File: src/rtl/seg_scan_driver_if.sv
// Segment-pattern write channel: the encoder side (master) pushes one
// 8-bit active-low pattern per digit index; the scan driver (slave) accepts
// it and flags out-of-range indices.
interface seg_scan_driver_if #(
  parameter int unsigned IDX_W = 2
);
  logic             wr_valid;
  logic             wr_ready;
  logic [IDX_W-1:0] wr_index;
  logic [7:0]       wr_seg;
  logic             wr_err;

  modport master (
    output wr_valid, wr_index, wr_seg,
    input  wr_ready, wr_err
  );

  modport slave (
    input  wr_valid, wr_index, wr_seg,
    output wr_ready, wr_err
  );
endinterface

File: src/rtl/seg_scan_driver.sv
// Common-anode display scanner: double-buffered per-digit patterns, one
// anode per slot with a dark guard interval at the start of every slot.
// Shadow buffer is copied to the active buffer on the last cycle of a frame.
module seg_scan_driver #(
  parameter int unsigned NUM_DIGITS   = 4,
  parameter int unsigned REFRESH_DIV  = 100000,
  parameter int unsigned BLANK_CYCLES = 4,
  parameter int unsigned IDX_W        = 2
) (
  input  logic                  clk,
  input  logic                  reset,
  seg_scan_driver_if.slave      wr,
  input  logic                  blank_all,
  output logic [7:0]            seg_out,
  output logic [NUM_DIGITS-1:0] anode_out,
  output logic [IDX_W-1:0]      scan_index,
  output logic                  frame_tick
);

  localparam int unsigned      CNT_W     = (REFRESH_DIV > 1) ? $clog2(REFRESH_DIV) : 1;
  localparam logic [CNT_W-1:0] SLOT_LAST = CNT_W'(REFRESH_DIV - 1);
  localparam logic [CNT_W:0]   BLANK_END = (CNT_W + 1)'(BLANK_CYCLES);
  localparam logic [IDX_W-1:0] DIG_LAST  = IDX_W'(NUM_DIGITS - 1);
  localparam logic [IDX_W:0]   DIG_COUNT = (IDX_W + 1)'(NUM_DIGITS);

  localparam logic [0:0] ST_BLANK = 1'b0;
  localparam logic [0:0] ST_DRIVE = 1'b1;

  logic [CNT_W-1:0]      slot_cnt_q, slot_cnt_d;
  logic [IDX_W-1:0]      scan_idx_q, scan_idx_d;
  logic [7:0]            shadow_q [NUM_DIGITS];
  logic [7:0]            shadow_d [NUM_DIGITS];
  logic [7:0]            active_q [NUM_DIGITS];
  logic [7:0]            active_d [NUM_DIGITS];
  logic [7:0]            seg_q, seg_d;
  logic [NUM_DIGITS-1:0] anode_q, anode_d;
  logic                  tick_q, tick_d;
  logic                  err_q, err_d;

  logic       slot_wrap;
  logic       copy_cycle;
  logic       wr_fire;
  logic       idx_ok;
  logic [0:0] scan_state;

  // Slot/digit counters and frame-boundary detection
  always_comb begin
    slot_wrap  = (slot_cnt_q == SLOT_LAST);
    copy_cycle = slot_wrap && (scan_idx_q == DIG_LAST);
    scan_state = ({1'b0, slot_cnt_q} < BLANK_END) ? ST_BLANK : ST_DRIVE;
    slot_cnt_d = slot_wrap ? '0 : slot_cnt_q + 1'b1;
    scan_idx_d = scan_idx_q;
    if (slot_wrap) begin
      scan_idx_d = (scan_idx_q == DIG_LAST) ? '0 : scan_idx_q + 1'b1;
    end
  end

  // Write handshake into the shadow buffer; ready drops on the copy cycle so
  // a write can never race the shadow-to-active transfer
  always_comb begin
    wr.wr_ready = !reset && !copy_cycle;
    wr_fire     = wr.wr_valid && wr.wr_ready;
    idx_ok      = ({1'b0, wr.wr_index} < DIG_COUNT);
    shadow_d    = shadow_q;
    if (wr_fire && idx_ok) begin
      shadow_d[wr.wr_index] = wr.wr_seg;
    end
    err_d       = wr_fire && !idx_ok;
    active_d    = copy_cycle ? shadow_q : active_q;
  end

  // Output pattern for the current slot, registered one cycle behind state
  always_comb begin
    seg_d   = 8'hFF;
    anode_d = '1;
    tick_d  = copy_cycle;
    if (!blank_all && (scan_state == ST_DRIVE)) begin
      anode_d[scan_idx_q] = 1'b0;
      seg_d               = active_q[scan_idx_q];
    end
  end

  // State and output registers
  always_ff @(posedge clk) begin
    if (reset) begin
      slot_cnt_q <= '0;
      scan_idx_q <= '0;
      for (int unsigned i = 0; i < NUM_DIGITS; i++) begin
        shadow_q[i] <= 8'hFF;
        active_q[i] <= 8'hFF;
      end
      seg_q   <= 8'hFF;
      anode_q <= '1;
      tick_q  <= 1'b0;
      err_q   <= 1'b0;
    end else begin
      slot_cnt_q <= slot_cnt_d;
      scan_idx_q <= scan_idx_d;
      shadow_q   <= shadow_d;
      active_q   <= active_d;
      seg_q      <= seg_d;
      anode_q    <= anode_d;
      tick_q     <= tick_d;
      err_q      <= err_d;
    end
  end

  always_comb begin
    seg_out    = seg_q;
    anode_out  = anode_q;
    scan_index = scan_idx_q;
    frame_tick = tick_q;
    wr.wr_err  = err_q;
  end

endmodule

File: src/flat_wrapper.sv
// flat-port wrapper written by rule: the top's interface ports become plain ports
module seg_scan_driver_flat 
#(
  parameter int unsigned NUM_DIGITS   = 4,
  parameter int unsigned REFRESH_DIV  = 100000,
  parameter int unsigned BLANK_CYCLES = 4,
  parameter int unsigned IDX_W        = 2
)
  (clk, reset, blank_all, seg_out, anode_out, scan_index, frame_tick, wr_wr_valid, wr_wr_index, wr_wr_seg, wr_wr_ready, wr_wr_err);
  seg_scan_driver_if #(.IDX_W(IDX_W)) wr_i ();
  input  logic clk;
  input  logic reset;
  input  logic blank_all;
  output logic [7:0] seg_out;
  output logic [NUM_DIGITS-1:0] anode_out;
  output logic [IDX_W-1:0] scan_index;
  output logic frame_tick;
  input wire logic [$bits(wr_i.wr_valid)-1:0] wr_wr_valid;
  input wire logic [$bits(wr_i.wr_index)-1:0] wr_wr_index;
  input wire logic [$bits(wr_i.wr_seg)-1:0] wr_wr_seg;
  output wire logic [$bits(wr_i.wr_ready)-1:0] wr_wr_ready;
  output wire logic [$bits(wr_i.wr_err)-1:0] wr_wr_err;
  assign wr_i.wr_valid = wr_wr_valid;
  assign wr_i.wr_index = wr_wr_index;
  assign wr_i.wr_seg = wr_wr_seg;
  assign wr_wr_ready = wr_i.wr_ready;
  assign wr_wr_err = wr_i.wr_err;
  seg_scan_driver #(.NUM_DIGITS(NUM_DIGITS), .REFRESH_DIV(REFRESH_DIV), .BLANK_CYCLES(BLANK_CYCLES), .IDX_W(IDX_W)) u_core (.clk(clk), .reset(reset), .wr(wr_i), .blank_all(blank_all), .seg_out(seg_out), .anode_out(anode_out), .scan_index(scan_index), .frame_tick(frame_tick));
endmodule
File: config.mk
export PLATFORM = sky130hd
export DESIGN_NAME = seg_scan_driver_flat
export DESIGN_NICKNAME = d
export VERILOG_FILES = /design/src/rtl/seg_scan_driver_if.sv /design/src/rtl/seg_scan_driver.sv /design/src/flat_wrapper.sv
export SDC_FILE = /design/constraint.sdc
export NUM_CORES = 1
export LEC_CHECK = 0
export ABC_CLOCK_PERIOD_IN_PS = 2700
export CORE_AREA = 2 2 99 148
export CTS_CLUSTER_DIAMETER = 100
export DETAILED_ROUTE_END_ITERATION = 10
export DIE_AREA = 0 0 101 150
export DONT_BUFFER_PORTS = 1
export PLACE_DENSITY = 0.41
export SYNTH_ARGS = -nofsm -noshare
export SYNTH_HDL_FRONTEND = slang
export SYNTH_SLANG_ARGS = --single-unit
File: constraint.sdc
create_clock -name clk -period 2.7 [get_ports clk]
set_input_delay 0.54 -clock clk [delete_from_list [all_inputs] [get_ports clk]]
set_output_delay 0.54 -clock clk [all_outputs]
set_load 0.05 [all_outputs]
# After elaboration in Yosys (flattened, before gate mapping)
# Cells that the tools add are included.
[word_totals]
ff_bits = 96
inputBits = 14
output_inout_bits = 17
word_cells = 48
[op_classes]
add_sub_neg = 2
n_lt_le_gt_ge = 6
n_eq_ne = 2
muxes = 10
bitwise_logic = 4
reduce_logical = 11
[ops]
columns = ["cell", "count"]
rows = [
  ["$bwmux W32", 1],
  ["$mux W8", 3],
  ["$add A17 B1 Y17 const B", 1],
  ["$eq A17 B17 Y1 const B", 1],
  ["$lt A17 B3 Y1 const B", 1],
  ["$bmux W8 S2", 1],
  ["$demux W8 S2", 1],
  ["$ge A3 B3 Y1 const B", 2],
  ["$logic_and A1 B1 Y1", 6],
  ["$not A2 Y3", 2],
  ["$not A4 Y4", 1],
  ["$reduce_or A2 Y1", 2],
  ["$logic_not A1 Y1", 3],
  ["$lt A2 B3 Y1 const B", 1],
  ["$lt A3 B1 Y1 const B", 1],
  ["$add A2 B1 Y2 const B", 1],
  ["$demux W1 S2", 1],
  ["$eq A2 B2 Y1 const B", 1],
  ["$ge A2 B1 Y1 const B", 1],
  ["$mux W1", 2],
  ["$mux W2", 1],
  ["$not A1 Y1", 1],
]

# Logic depth before layout (Yosys ltp)
[logic_depth]
word_depth = 6
ltp_mapped = 8

# Worst setup path after synthesis
# OpenSTA, ideal clock, no wires.
[synth_timing]
path_kind = "reg-to-output"
startpoint = "reg u_core.scan_idx_q[0], in the netlist u_core.scan_index[0]"
endpoint = "out wr_wr_ready"
arrival_time_ps = 1796
path_slack_ps = 364
path_stages_with_launch = 6
cell_sequence = "dfxtp_1 > ha_1 > nand4_4 > o21bai_2 > buf_2 > inv_1"
[synth_via]
elab_chain_cells = 4
[synth_lines]
columns = ["element", "line", "source"]
rows = [
  ["start, declared", "seg_scan_driver.sv:30", "logic [IDX_W-1:0] scan_idx_q, scan_idx_d;"],
  ["start signal, assigned", "seg_scan_driver.sv:98", "scan_idx_q <= scan_idx_d;"],
  ["$eq A2 B2 Y1", "seg_scan_driver.sv:49", "copy_cycle = slot_wrap && (scan_idx_q == DIG_LAST);"],
  ["$logic_and A1 B1 Y1", "seg_scan_driver.sv:49", ""],
  ["$logic_not A1 Y1", "seg_scan_driver.sv:61", "wr.wr_ready = !reset && !copy_cycle;"],
  ["$logic_and A1 B1 Y1", "seg_scan_driver.sv:61", ""],
  ["end, declared", "flat_wrapper.sv:21", "output wire logic [$bits(wr_i.wr_ready)-1:0] wr_wr_ready;"],
]
# No other way between the ends.

# Final worst setup path
[layout_timing]
startpoint = "reg u_core.slot_cnt_q[0]"
endpoint = "out wr_wr_ready"
[layout_via]
elab_chain_cells = 4
[layout_lines]
columns = ["element", "line", "source"]
rows = [
  ["start, declared", "seg_scan_driver.sv:29", "logic [CNT_W-1:0] slot_cnt_q, slot_cnt_d;"],
  ["start signal, assigned", "seg_scan_driver.sv:97", "slot_cnt_q <= slot_cnt_d;"],
  ["$eq A17 B17 Y1", "seg_scan_driver.sv:48", "slot_wrap = (slot_cnt_q == SLOT_LAST);"],
  ["$logic_and A1 B1 Y1", "seg_scan_driver.sv:49", ""],
  ["$logic_not A1 Y1", "seg_scan_driver.sv:61", ""],
  ["$logic_and A1 B1 Y1", "seg_scan_driver.sv:61", ""],
]
# No other way between the ends.

==> run metrics <==
share of layout cells above drive strength 1 0.126; grt met2 use 0.214; GRT Resource Usage Total 0.120; worst min-delay path class primary input to flip-flop; DRT antenna net count 0; Fill cells 1454; met1 global-route usage 0.133; Setup CP Type flip-flop to primary output; Cells after Synth 340; Core Area 13900 um2; via count 2464; Final Hold Fails 0; CP max stage delay 0.37 ns; Critical Path AT 1.86 ns; Worst Path Required 2.16 ns; Die W 101 um; finished layout cell area 4180 um2; highest clock rate 417 MHz; outcome finished, final reports clean; Post-synth ARST share 0; DP HPWL 5.48 mm; sequential area share after synthesis 0.523; row cnt 53; CTS max path bufs 2; worst path cell trace ha_1, and4_1, nand4_4, o21bai_2, inv_1, buf_4; Worst Skew 0.00591 ns; Die H 150 um; worst skew pair latency 0.34 ns; vias per inst 4.80; Num CTS Buffers 9; Slew Limit Fails 0; Least-Margin Pin Slew 0.509 ns; first-pass GRT wire length 13.6 mm; Gates resized, CTS repair 0; Worst-path clk slew 0.07 ns; worst slew margin relative to its limit 0.660; GRT Max-Usage Layer met2; CTS Hold Bufs 0; die area 15200 um2; clock sink count 96; Top FF cell, synth dfxtp_1; #FFs+latches synth 96; Placement Setup Slack 0.635 ns; VDD IR-drop max 0.000367 V; crit path time final 2.40 ns; n_diodes 0; root buffer cell clkbuf_16; fin worst setup slack 0.302 ns; # port buffers 0; Slowest cell on crit path dfxtp_1; M3 GR Usage 0.0346; Detailed Route Iter0 Violations 85; total gr overflow 0; vias in the first global route 2494; Sum Neg Setup Slack 0 ns; Ys Warns 0; post-detailed-route DRC marker count 0; Unique masters post-synth 33; Max Cap Violations 0; Post-synth EDFFs 0; Routability Congestion 0.744; crit end category primary output; pin count of the biggest net entering global routing 48; initial core utilization 0.264; placed instance area 3860 um2; fin nets 362; I/O Pins 31; wire per inst 16.5 um; CP Launch Type flip-flop; Crit Path Max Fanout 6; H-tree lvl count 3; initial antenna violation count 0; drt first pass iters 4; endpoints failing setup 0; Leakage 1.65 nW; P&R area growth vs syn 13.8%; RSZ-0062 raised after global routing no; total power per unit cell area 688 nW/um2; syn avg cell area 10.8 um2; cell area after synthesis 3670 um2; CTS tree yes; final core occ 0.300; Post-CTS Setup Inserts 0; DRT Wirelength 8.45 mm; Syn Nets 359; Tcrit/Tclk final 0.888
Yosys cell counts (3+ instances only):
cell type	n	area share
xor2_1	10	0.024
nand3_1	8	0.011
or3_1	6	0.010
o21ai_2	4	0.0095
nor2_1	54	0.055
buf_4	3	0.0061
nor4_1	3	0.0051
nand2_1	9	0.0092
buf_6	3	0.0092
mux4_2	8	0.049
nand4_1	6	0.010
a21oi_1	6	0.0082
o22a_1	32	0.076
ha_1	5	0.017
dfxtp_1	96	0.52
and4_1	4	0.0095
mux2i_1	32	0.087
o21ai_0	5	0.0068
inv_1	6	0.0061
nor3b_1	3	0.0061
clkbuf_1	7	0.0072
buf_2	8	0.011
nand2b_1	9	0.015
per-layer routing:
layer  vias up  wire length, um
li1       1211                -
met1      1220             3530
met2        27             4500
met3         6              280
met4         0              133
met5         -                0
worst paths after layout:
check	startpoint	to	slack (ns)	cells after the start
max reg2reg	u_core.slot_cnt_q[0]	u_core.active_q[18]	0.71	6
min	reset	u_core.slot_cnt_q[2]	0.27	1
min reg2reg	u_core.shadow_q[5]	u_core.active_q[5]	0.46	1
max	u_core.slot_cnt_q[0]	wr_wr_ready	0.30	6
report_power, final:
group	switching [mW]	internal (mW)	total [mW]
Sequential	0.0105	1.43	1.44
Clock	0.552	0.813	1.37
Combinational	0.0463	0.0264	0.0728
Total	0.609	2.27	2.88
cells by family after synthesis:
| family | count (synthesis) | share of synthesized area |
|---|---|---|
| AO/OA/AOI/OAI | 50 | 0.108 |
| other | 1 | 0.00102 |
| multiplexers | 40 | 0.136 |
| buffers and inverters | 27 | 0.0395 |
| flip-flops | 96 | 0.523 |
| XOR/XNOR | 11 | 0.0262 |
| adder cells (fa/ha/maj) | 5 | 0.0170 |
| AND/OR/NAND/NOR | 110 | 0.149 |
state kept, by name, indices dropped and copies added (netlist names):
signal and flops:
u_core.scan_index 2, u_core.shadow_q 32, u_core.active_q 32, u_core.frame_tick 1, u_core.seg_out 8, u_core.slot_cnt_q 17
u_core.anode_out 4
worst max-delay path: cells and delay by family, from the launching register on:
family	cells	cell delay, ns
buf+inv	2	0.25
fa+ha+maj	1	0.22
flops	1	0.37
simple gates	2	0.45
compound gates	1	0.22
placed cells by master (no fill, tap or decap), drive strengths merged, types with 6 or more instances in the layout:
master,count
mux4,8
inv,7
xor2,10
a21oi,6
or3,6
buf,13
nand2,9
mux2i,32
clkbuf,9
nand4,7
nand2b,9
nand3,8
nor2,54
o21ai,9
dfxtp,96
o22a,32
metrics by stage:
step | power, mW | cells | hold slack, ns
global placement | 1.55 | 497 | 0.440
finish | 2.88 | 513 | 0.267
CTS | 2.93 | 513 | 0.258
global route | 2.99 | 513 | 0.252
floorplan | 1.53 | 340 | 0.426
detailed placement | 1.55 | 497 | 0.448
area by class of cell:
cell class / count / area [um2] / share of cell area
Tap cell: 165 / 206 / 0.0494
Multi-Input combinational cell: 217 / 1610 / 0.386
Timing Repair Buffer: 13 / 97.6 / 0.0233
Sequential cell: 96 / 1920 / 0.460
Inverter: 6 / 22.5 / 0.00539
Clock inverter: 7 / 95.1 / 0.0227
Clock buffer: 9 / 225 / 0.0539
Power figures use the tool's default switching activity.
